$ cat src/rtl/bloom_builder.sv
// Bloom filter writer/query engine: hashes a 5-letter word one letter per
// cycle with two multiplicative hashes, then sets or tests two filter bits.
// Ports: clk, rst_n (async active-low); cmd_valid/cmd_ready/cmd_op/cmd_word
// command port; rsp_valid/rsp_ready/rsp_hit response port; filter (256-bit
// live filter); insert_count (saturating insert count since last clear).
// Macro BLOOM_BUILDER_COUNT_EN: when defined, insert_count is a real
// counter; otherwise it is tied to zero.
module bloom_builder #(
   parameter logic [39:0] HASH0_K = 40'hF4_F9_85_C5_E6,
   parameter logic [39:0] HASH1_K = 40'h77_DC_77_FA_B6
) (
   input  logic         clk,
   input  logic         rst_n,
   input  logic         cmd_valid,
   output logic         cmd_ready,
   input  logic [1:0]   cmd_op,
   input  logic [24:0]  cmd_word,
   output logic         rsp_valid,
   input  logic         rsp_ready,
   output logic         rsp_hit,
   output logic [255:0] filter,
   output logic [7:0]   insert_count
);

   typedef enum logic [1:0] {
      IDLE  = 2'd0,
      HASH  = 2'd1,
      APPLY = 2'd2,
      RESP  = 2'd3
   } state_t;

   localparam logic [1:0] OP_QUERY  = 2'b00;
   localparam logic [1:0] OP_INSERT = 2'b01;
   localparam logic [1:0] OP_CLEAR  = 2'b10;

   state_t       state;
   logic [1:0]   op_q;
   logic [24:0]  word_q;
   logic [2:0]   idx;
   logic [7:0]   acc0;
   logic [7:0]   acc1;
   logic [255:0] filter_q;
   logic         hit_q;
   logic         clr_cnt;
   logic         inc_cnt;

   logic [4:0]   letter;
   logic [7:0]   k0;
   logic [7:0]   k1;
   logic [7:0]   p0;
   logic [7:0]   p1;

   // Products are only needed mod 256, so 8-bit multiplies suffice.
   always_comb begin
      letter = 5'(word_q >> (5 * idx));
      k0     = 8'(HASH0_K >> (8 * idx));
      k1     = 8'(HASH1_K >> (8 * idx));
      p0     = {3'b000, letter} * k0;
      p1     = {3'b000, letter} * k1;
   end

   always_ff @(posedge clk or negedge rst_n) begin
      if (!rst_n) begin
         state    <= IDLE;
         op_q     <= 2'b00;
         word_q   <= '0;
         idx      <= '0;
         acc0     <= '0;
         acc1     <= '0;
         filter_q <= '0;
         hit_q    <= 1'b0;
      end else begin
         unique case (state)
            IDLE: begin
               if (cmd_valid) begin
                  op_q   <= cmd_op;
                  word_q <= cmd_word;
                  idx    <= '0;
                  acc0   <= '0;
                  acc1   <= '0;
                  if (cmd_op == OP_QUERY || cmd_op == OP_INSERT) begin
                     state <= HASH;
                  end else begin
                     // Clear/no-op take one bookkeeping cycle in APPLY so
                     // the response appears one edge after acceptance.
                     hit_q <= 1'b0;
                     state <= APPLY;
                     if (cmd_op == OP_CLEAR) filter_q <= '0;
                  end
               end
            end
            HASH: begin
               acc0 <= acc0 + p0;
               acc1 <= acc1 + p1;
               idx  <= idx + 3'd1;
               if (idx == 3'd4) state <= APPLY;
            end
            APPLY: begin
               if (op_q == OP_QUERY || op_q == OP_INSERT) begin
                  hit_q <= filter_q[acc0] & filter_q[acc1];
               end
               if (op_q == OP_INSERT) begin
                  filter_q[acc0] <= 1'b1;
                  filter_q[acc1] <= 1'b1;
               end
               state <= RESP;
            end
            RESP: begin
               if (rsp_ready) state <= IDLE;
            end
            default: state <= IDLE;
         endcase
      end
   end

   assign clr_cnt = (state == IDLE) && cmd_valid && (cmd_op == OP_CLEAR);
   assign inc_cnt = (state == APPLY) && (op_q == OP_INSERT);

`ifdef BLOOM_BUILDER_COUNT_EN
   logic [7:0] cnt_q;

   always_ff @(posedge clk or negedge rst_n) begin
      if (!rst_n) begin
         cnt_q <= '0;
      end else if (clr_cnt) begin
         cnt_q <= '0;
      end else if (inc_cnt && cnt_q != 8'hFF) begin
         cnt_q <= cnt_q + 8'd1;
      end
   end

   assign insert_count = cnt_q;
`else
   logic unused_cnt;
   assign unused_cnt   = clr_cnt ^ inc_cnt;
   assign insert_count = 8'd0;
`endif

   assign cmd_ready = (state == IDLE);
   assign rsp_valid = (state == RESP);
   assign rsp_hit   = hit_q;
   assign filter    = filter_q;

endmodule
$ cat config.mk
export PLATFORM = sky130hd
export DESIGN_NAME = bloom_builder
export DESIGN_NICKNAME = d
export VERILOG_FILES = /design/src/rtl/bloom_builder.sv
export SDC_FILE = /design/constraint.sdc
export NUM_CORES = 1
export LEC_CHECK = 0
export ABC_CLOCK_PERIOD_IN_PS = 5190
export CAP_MARGIN = 20
export CORE_MARGIN = 2
export CORE_UTILIZATION = 31
export CTS_BUF_LIST = sky130_fd_sc_hd__clkbuf_4 sky130_fd_sc_hd__clkbuf_8
export CTS_CLUSTER_SIZE = 20
export DETAILED_ROUTE_END_ITERATION = 8
export GPL_TIMING_DRIVEN = 0
export PLACE_DENSITY = 0.5
export SLEW_MARGIN = 20
export SYNTH_ARGS = -nofsm -noshare
export SYNTH_HDL_FRONTEND = slang
export SYNTH_SLANG_ARGS = --single-unit
$ cat constraint.sdc
create_clock -name clk -period 5.19 [get_ports clk]
set_clock_uncertainty 0.1 [all_clocks]
set_input_delay 0.519 -clock clk [delete_from_list [all_inputs] [get_ports clk]]
set_output_delay 0.519 -clock clk [all_outputs]
set_load 0.01 [all_outputs]
# --- Word-level counts from Yosys, hierarchy flattened ---
# Index checks and enable logic that the tools add are counted.
word_totals:
  inputBits: 31
  word_cells: 79
  ff_bits: 305
  out_inout_bits: 267
classes:
  magnitude_cmp: 4
  n_eq_ne: 14
  n_reduce_logical: 14
  multipliers: 3
  shifts: 3
  addsub: 3
  muxes: 27
  bitwise: 3
op_table:
  columns: ["op", "count"]
  rows:
  - ["2-to-1 mux 256 bit", 4]
  - ["OR 256 bit", 2]
  - ["one-hot mux 256 bit (2 select lines)", 1]
  - [">> shifter 40 x 6 -> 8 bit, first input constant", 1]
  - [">> shifter 39 x 6 -> 8 bit, first input constant", 1]
  - ["one-hot mux 8 bit (2 select lines)", 2]
  - [">> shifter 25 x 6 -> 5 bit", 1]
  - ["< comparator 8 x 9 -> 1 bit, second input constant", 2]
  - ["adder 8 bit", 2]
  - ["binary-select mux 1 bit (select 8 bit)", 2]
  - ["demux 1 bit (select 8 bit)", 2]
  - ["greater-or-equal comparator 8 x 1 -> 1 bit, second input constant", 2]
  - ["multiplier 5 x 8 -> 8 bit", 2]
  - ["inequality test 2 bit, second input constant", 5]
  - ["2-to-1 mux 2 bit", 4]
  - ["2-to-1 mux 8 bit", 1]
  - ["one-hot mux 2 bit (4 select lines)", 1]
  - ["2-to-1 mux 1 bit", 7]
  - ["equality test 2 x 1 -> 1 bit, second input constant", 3]
  - ["equality test 2 bit, second input constant", 3]
  - ["zero test 2 bit", 3]
  - ["multiplier 3 x 3 -> 6 bit, first input constant", 1]
  - ["one-hot mux 3 bit (2 select lines)", 1]
  - ["AND reduction 5 bit", 1]
  - ["other kinds (12)", 17]

# --- Depth between registers and ports, before layout ---
# Gate-level depths: netlist of the first run.
logic_depth:
  depth_word: 8
  depth_mapped: 20
  depth_no_buf: 18

# --- Worst setup path after synthesis of the first run ---
# Ideal clock, no wire load.
synth_timing:
  kind: "register to register"
  startpoint: "register idx[0]"
  endpoint: "register acc1[7]"
  setup_slack_ns: 0.498
  stages_incl_launch_ff: 20
  arrival_time_ns: 4.466
  setup_time_ns: 0.127
  required_ns: 4.963
  period_less_slack_ns: 4.692
  path_buffers: 1
  cell_sequence: "dfrtp_1 > buf_2 > mux4_2 > and2_1 > a41oi_1 > inv_1 > nand2_1 > inv_1 > fa_1 > inv_1 > fa_1 > fa_1 > inv_1 > ha_1 > nand2_1 > o21ai_0 > xnor2_1 > xnor2_1 > xnor2_1 > o21ai_0"
synth_between:
  elab_chain_cells: 5
  word_cells_on_any_way: 6
  cone_classes: "add/sub (1); mul (2); shift (2); mux (1)"
synth_rtl:
  columns: ["item", "line_no", "source"]
  rows:
  - ["start: declaration", "39", "logic [2:0] idx;"]
  - ["start signal: assignment", "95", "idx <= idx + 3'd1;"]
  - ["multiplier 3 x 3 -> 6 bit", "55", "letter = 5'(word_q >> (5 * idx));"]
  - [">> shifter 25 x 6 -> 5 bit", "55", null]
  - ["multiplier 5 x 8 -> 8 bit *", "59", "p1 = {3'b000, letter} * k1;"]
  - ["adder 8 bit *", "94", "acc1 <= acc1 + p1;"]
  - ["one-hot mux 8 bit (2 select lines) *", "73", "unique case (state)"]
  - ["end signal: assignment", "94", null]
  - ["end: declaration", "41", "logic [7:0] acc1;"]
# Every way passes the cells marked *; elsewhere a longest branch is shown, timed or not.
# A chain may end at the register's enable or synchronous reset.

# --- Worst setup path in the final report of the first run ---
# Ends and elaborated chain as after synthesis.

==> summary.txt, run 1 <==
most frequent cells in the layout: dfrtp_1 (305), nor2_1 (291), clkdlybuf4s50_1 (288), a21oi_1 (277), o22ai_1 (257)
dpl hpwl: 79700 microns
Internal: 8.20 mW
Layout Nets: 2506
CTS sink cnt: 305
clk_lat worst skew: 720 ps
Die Width: 258 microns
Critical Path AT: 5380 ps
Leak: 10.3 nW
P_sw: 8.25 mW
asr flop ratio synth: 1.00
GP Congestion: 1.01
worst setup path class: reg2reg
top cell type's share of synthesized area: 0.381
Cell Area, Placed: 0.0241 sq mm
Routed Antenna Nets: 0
Clock Power Share: 0.168
Post-Syn Instances: 2042
critical path startpoint category: register
Placeable Area: 0.0641 sq mm
mux contribution to synthesized area: 0.177
WL/cell: 34.0 microns
initial antenna violation count: 4
Detailed Route WL: 113000 microns
register share of total power: 0.184
Max VDD drop: 0.000497 V
placed insts: 3198
reg2reg setup slack: 270 ps
Net Sw Frac: 0.502
Final period util: 0.948
final setup fails: 0
Synth Warn #: 0
worst-path maximum fanout: 6
main combinational cell family by area after synthesis: compound AO/OA/AOI/OAI gates
Initial Util: 0.312
share of layout cells above drive strength 1: 0.140
CTS tree: built
Post-synth EDFFs: 0
Slew HR: 0.121
row cnt: 93
complex-gate fraction of the synthesized area: 0.192
simple-gate portion of the synthesized area: 0.118
Fmax: 0.203 GHz
Post-Synth Adder-Cell Area: 0.0540
Finished Layout Cells: 3314
DR DRC count: 0
Gate power share: 0.648
biggest area consumer among synthesized cells: dfrtp_1
Synth Register Bits: 305
Final Critical Period: 4920 ps
leading post-synthesis cells by cell area: dfrtp_1 (38%), mux4_2 (10%), o22ai_1 (8.0%)
vias per cell: 6.33
post-synthesis sequential area ratio: 0.381
mapped cell area: 0.0200 sq mm
Worst Tran Pin Value: 1320 ps
grt total ovfl: 0
first drt pass iteration count: 7
Clock Path Buffers: 3
clock buffer count from CTS: 58
cell area after layout: 0.0256 sq mm
Slew Viols, Final: 0
first-pass GRT wire length: 156000 microns
Hold Path Class: in2async
P&R area growth vs syn: 27.8%
MaxCap Viol Count: 0
Top FF cell, synth: dfrtp_1
Yosys cell types: 73
Die Area: 0.0666 sq mm
Worst-path clk slew: 70 ps
routed vias: 21000
All-Layer GR Usage: 0.330
commonest non-fill, non-tap cell in the layout: dfrtp_1
outcome: finished, final reports clean
DRC violation total after the first TritonRoute iteration: 2706
die height: 258 microns
PD cells: 643 mW/mm^2
input/output buffers: 289
Mean Syn Cell Area: 9.80 sq um
Worst setup EP type: register
worst path required time: 5650 ps
Synth Area in XOR/XNOR: 0.0112
H-tree depth: 2
clock root buffer master: clkbuf_8
RSZ-0062 raised after global routing: false
I/O pin cnt: 298
largest net degree at the start of global routing: 67
vias in the first global route: 20100
Final Hold Fails: 0
[repair_timing]
action	4_1_cts	5_1_grt
hold buffers	1	0
resized for setup	5	9
endpoints found under the hold margin	50	0
setup endpoints to repair	2	2
buffers inserted	1	3
[per-layer routing]
| metal | routed length [microns] | global-route usage | part of all wire |
|---|---|---|---|
| met3 | 13700 | 0.114 | 0.12 |
| met4 | 8140 | 0.199 | 0.072 |
| met2 | 47800 | 0.484 | 0.42 |
| met1 | 42900 | 0.419 | 0.38 |
| met5 | 0 | 0.00783 | 0 |
[worst max-delay path: stages, from the launching register on]
cell	delay [ps]
dfrtp_1	370
clkbuf_4	220
mux4_2	550
and2_1	210
a41oi_4	260
inv_1	100
nand2_1	150
inv_1	120
fa_1	510
inv_1	50
fa_1	460
fa_1	550
inv_1	40
ha_1	320
nand2_1	60
o21ai_1	150
xnor2_1	150
xnor2_1	160
xnor2_1	160
o21ai_0	100
[metrics by stage]
stage / total power [mW] / hold slack (ps) / utilization / setup TNS (ps) / worst slack (ps)
2_1_floorplan: 9.86 / 123 / - / 0 / 498
3_3_place_gp: 13.2 / 384 / 0.374 / -3125370 / -10290
3_5_place_dp: 13.3 / 366 / 0.377 / -382 / -279
4_1_cts: 16.1 / 241 / 0.398 / 0 / 46.9
5_1_grt: 17.4 / 290 / 0.399 / 0 / 5.66
6_report: 16.5 / 240 / 0.399 / 0 / 272
[final cells by class]
class                      instances  area (sq um)
fill                            6357         38500
buffer                           210          1150
clock inverter                    13           181
multi-input combinational       1478         11100
timing repair buffer             300          3070
inverter                          56           210
antenna                            9          22.5
sequential                       305          7630
clock buffer                      88          1120
tap                              855          1070
[registers in the layout, summed over array words and instances, names as in the netlist]
register / count
word_q: 25
acc0: 8
rsp_hit: 1
acc1: 8
op_q: 2
filter: 256
state: 2
idx: 3
[kinds of logic after synthesis]
| logic type | after synthesis |
|---|---|
| other | 1 |
| AOI/OAI and AO/OA | 647 |
| muxes | 203 |
| adders and majority gates | 66 |
| xor gates and xnor gates | 24 |
| and+or+nand+nor | 530 |
| buffers and inverters | 266 |
| DFF | 305 |
[worst paths after layout]
check,endpoint,startpoint,depth (start not counted)
worst max-delay path,acc1[7],idx[0],19
worst min-delay path,filter[184],rst_n,2
worst max register to register,acc1[7],idx[0],19
worst min register to register,word_q[11],word_q[11],1
max in group asynchronous,filter[175],rst_n,4
min in group clk,word_q[2],cmd_word[2],2
[synthesized netlist by cell type, types with 8 or more instances]
cell,count
dfrtp_1,305
nor2_1,293
a21oi_1,279
o22ai_1,257
clkbuf_1,126
nand2_1,95
mux4_2,91
mux2i_1,62
inv_1,54
nand3_1,45
fa_1,34
ha_1,32
buf_2,31
mux2_2,30
buf_4,24
a22oi_1,21
nor2b_1,21
o21ai_0,21
mux4_1,20
xnor2_1,17
a22o_1,16
and2_1,14
a211oi_1,13
clkbuf_8,12
buf_6,8
nand2b_1,8
[power by group through the flow]
| stage | Combinational, mW | Sequential, mW | Clock [mW] |
|---|---|---|---|
| 3_3_place_gp | 10.2 | 3.05 | 0 |
| 4_1_cts | 10.3 | 3.02 | 2.77 |
| 5_1_grt | 11.4 | 3.05 | 2.88 |
| 2_1_floorplan | 6.91 | 2.95 | 0 |
| 6_report | 10.7 | 3.03 | 2.76 |
| 3_5_place_dp | 10.2 | 3.05 | 0 |
Power figures use the tool's default switching activity.
==> run 2, diff against run 1 <==
--- a/config.mk
+++ b/config.mk
@@ -10,6 +10,7 @@
 export CORE_MARGIN = 2
 export CORE_UTILIZATION = 31
 export CTS_BUF_LIST = sky130_fd_sc_hd__clkbuf_4 sky130_fd_sc_hd__clkbuf_8
+export CTS_CLUSTER_DIAMETER = 200
 export CTS_CLUSTER_SIZE = 20
 export DETAILED_ROUTE_END_ITERATION = 8
 export GPL_TIMING_DRIVEN = 0
==> run 2 against run 1 <==
- cell count shrank 2.7%
- setup slack worse by 13 ps
- global-route usage down 0.44 points
- sequential power is essentially flat
- total power is 9.5% lower
- fmax shrank 0.26%
- critical path depth is the same
- die area stayed put
- critical path type unchanged
- largest power group unchanged
- highest routed layer is now met5
==> summary.txt, run 2 (synthesized netlist as in run 1, its figures left out) <==
routed vias: 20600 (-1.6%)
placed insts: 3198 (unchanged)
filler instances: 6418 (+0.96%)
Initial Util: 0.312 (unchanged)
post-layout worst setup margin: 259 ps (-12.9 ps)
commonest non-fill, non-tap cell in the layout: dfrtp_1
MaxCap Viol Count: 0 (unchanged)
critical path startpoint category: register
All-Layer GR Usage: 0.326 (-0.00437)
footprint of the multi-input gates: 0.0111 sq mm (unchanged)
first-pass GRT wire length: 154000 microns (-1.0%)
GP Congestion: 1.01 (unchanged)
Finished Layout Cells: 3226 (-2.7%)
total power: 14.9 mW (-9.5%)
first drt pass iteration count: 8 (+1)
crit-path cells: clkbuf_4 -> mux4_2 -> and2_1 -> a41oi_4 -> inv_1 -> nand2_1 -> inv_1 -> fa_1 -> inv_1 -> fa_1 -> fa_1 -> inv_1 -> ha_1 -> nand2_1 -> o21ai_1 -> xnor2_1 -> xnor2_1 -> xnor2_1 -> o21ai_0
Routed Antenna Nets: 0 (unchanged)
grt total ovfl: 0 (unchanged)
max reg flops: 256 (unchanged)
largest net degree at the start of global routing: 67 (unchanged)
worst-path maximum fanout: 6 (unchanged)
Die Width: 258 microns (unchanged)
CP max-delay cell: mux4_2
Final period util: 0.950 (+0.00249)
Final Hold Fails: 0 (unchanged)
Layout Nets: 2467 (-1.6%)
initial antenna violation count: 2 (-2)
Fmax: 0.203 GHz (-0.26%)
CTS sink cnt: 305 (unchanged)
Slew Viols, Final: 0 (unchanged)
cell area after layout: 0.0245 sq mm (-4.1%)
P&R area growth vs syn: 22.6%
clk_lat worst skew: 660 ps (-60 ps)
Hold Path Class: in2async
setup total negative slack: 0 ps (unchanged)
reg2reg setup slack: 260 ps (about the same)
worst setup path class: reg2reg
Reg area: 0.00763 sq mm (unchanged)
WL/cell: 34.6 microns (+1.7%)
clock buffer count from CTS: 19 (-67%)
DR DRC count: 0 (unchanged)
CTS tree: built
Cell Area, Placed: 0.0241 sq mm (unchanged)
Detailed Route WL: 112000 microns (-0.97%)
input/output buffers: 289 (unchanged)
final setup fails: 0 (unchanged)
Die Area: 0.0666 sq mm (unchanged)
RSZ-0062 raised after global routing: false
DRC violation total after the first TritonRoute iteration: 2745 (+1.4%)
Worst-path clk slew: 150 ps (+80 ps)
worst path required time: 5620 ps (-30 ps)
Worst Tran Pin Value: 1370 ps (+49.4 ps)
vias per cell: 6.39 (+1.1%)
Placeable Area: 0.0641 sq mm (unchanged)
post-layout util: 0.383 (-0.0163)
Slew HR: 0.0880 (-0.0330)
H-tree depth: 1 (-1)
Min Hold Slack: 280 ps (+40.0 ps)
crit-path max cell delay: 560 ps (about the same)
outcome: finished, final reports clean
PD cells: 607 mW/mm^2 (-5.6%)
Worst setup EP type: register
Leak: 9.77 nW (-5.3%)
share of layout cells above drive strength 1: 0.111 (-0.0294)
Max VDD drop: 0.000500 V (+0.60%)
most frequent cells in the layout: dfrtp_1 (305), nor2_1 (291), clkdlybuf4s50_1 (288), a21oi_1 (277), o22ai_1 (257)
dpl hpwl: 79700 microns (unchanged)
row cnt: 93 (unchanged)
Most Frequent Cell on Critical Path: inv_1
Setup WS pre-CTS: -279 ps (unchanged)
clock root buffer master: clkbuf_8
die height: 258 microns (unchanged)
Clock Path Buffers: 3 (unchanged)
vias in the first global route: 19800 (-1.5%)
Final Critical Period: 4930 ps (+12.9 ps)
I/O pin cnt: 298 (unchanged)
Critical Path AT: 5360 ps (-20 ps)
## run 2: cell type report
class                   instances  share of cell area
diodes                          2            0.000204
multi-input cells            1478               0.453
well taps                     855              0.0436
clock buffers                  19              0.0107
flip-flops and latches        305               0.311
repair buffers                300               0.125
plain buffers                 210              0.0469
inverters                      56             0.00857
clock inverters                 1            0.000663
## run 2: worst max-delay path, delay by kind of cell, from the launching register on
| kind | cells | cell delay, ps |
|---|---|---|
| AOI/OAI and AO/OA | 3 | 510 |
| xor gates and xnor gates | 3 | 470 |
| adders and majority gates | 4 | 1850 |
| buffers and inverters | 5 | 530 |
| DFF | 1 | 390 |
| muxes | 1 | 560 |
| and+or+nand+nor | 3 | 430 |
## run 2: path summary, 6_finish.rpt
path,from,endpoint,depth (start not counted)
worst max-delay path,idx[0],acc1[7],19
worst min-delay path,rst_n,filter[201],2
worst max register to register,idx[0],acc1[7],19
worst min register to register,word_q[11],word_q[11],1
max in group asynchronous,rst_n,filter[58],4
min in group clk,cmd_word[9],word_q[9],2
## run 2: where the power goes
part / leakage [nW] / internal, mW / switching (mW)
combinational: 5.45 / 3.95 / 6.70
sequential: 4.18 / 2.67 / 0.351
clock: 0.144 / 0.342 / 0.874
## run 2: per-layer routing
metal  global-route usage  vias up  routed length [microns]
li1                     -     8216                        -
met1                0.419    10300                    42400
met2                0.480     1650                    47100
met3                0.102      419                    13900
met4                0.195        2                     8110
met5              0.00783        -                       17
## run 2: what timing repair did
action                                  CTS  global route
hold buffers                              1             0
endpoints found under the setup margin    2             2
endpoints found under the hold margin    50             0
gates resized for setup                   3            12
buffers inserted                          0             5
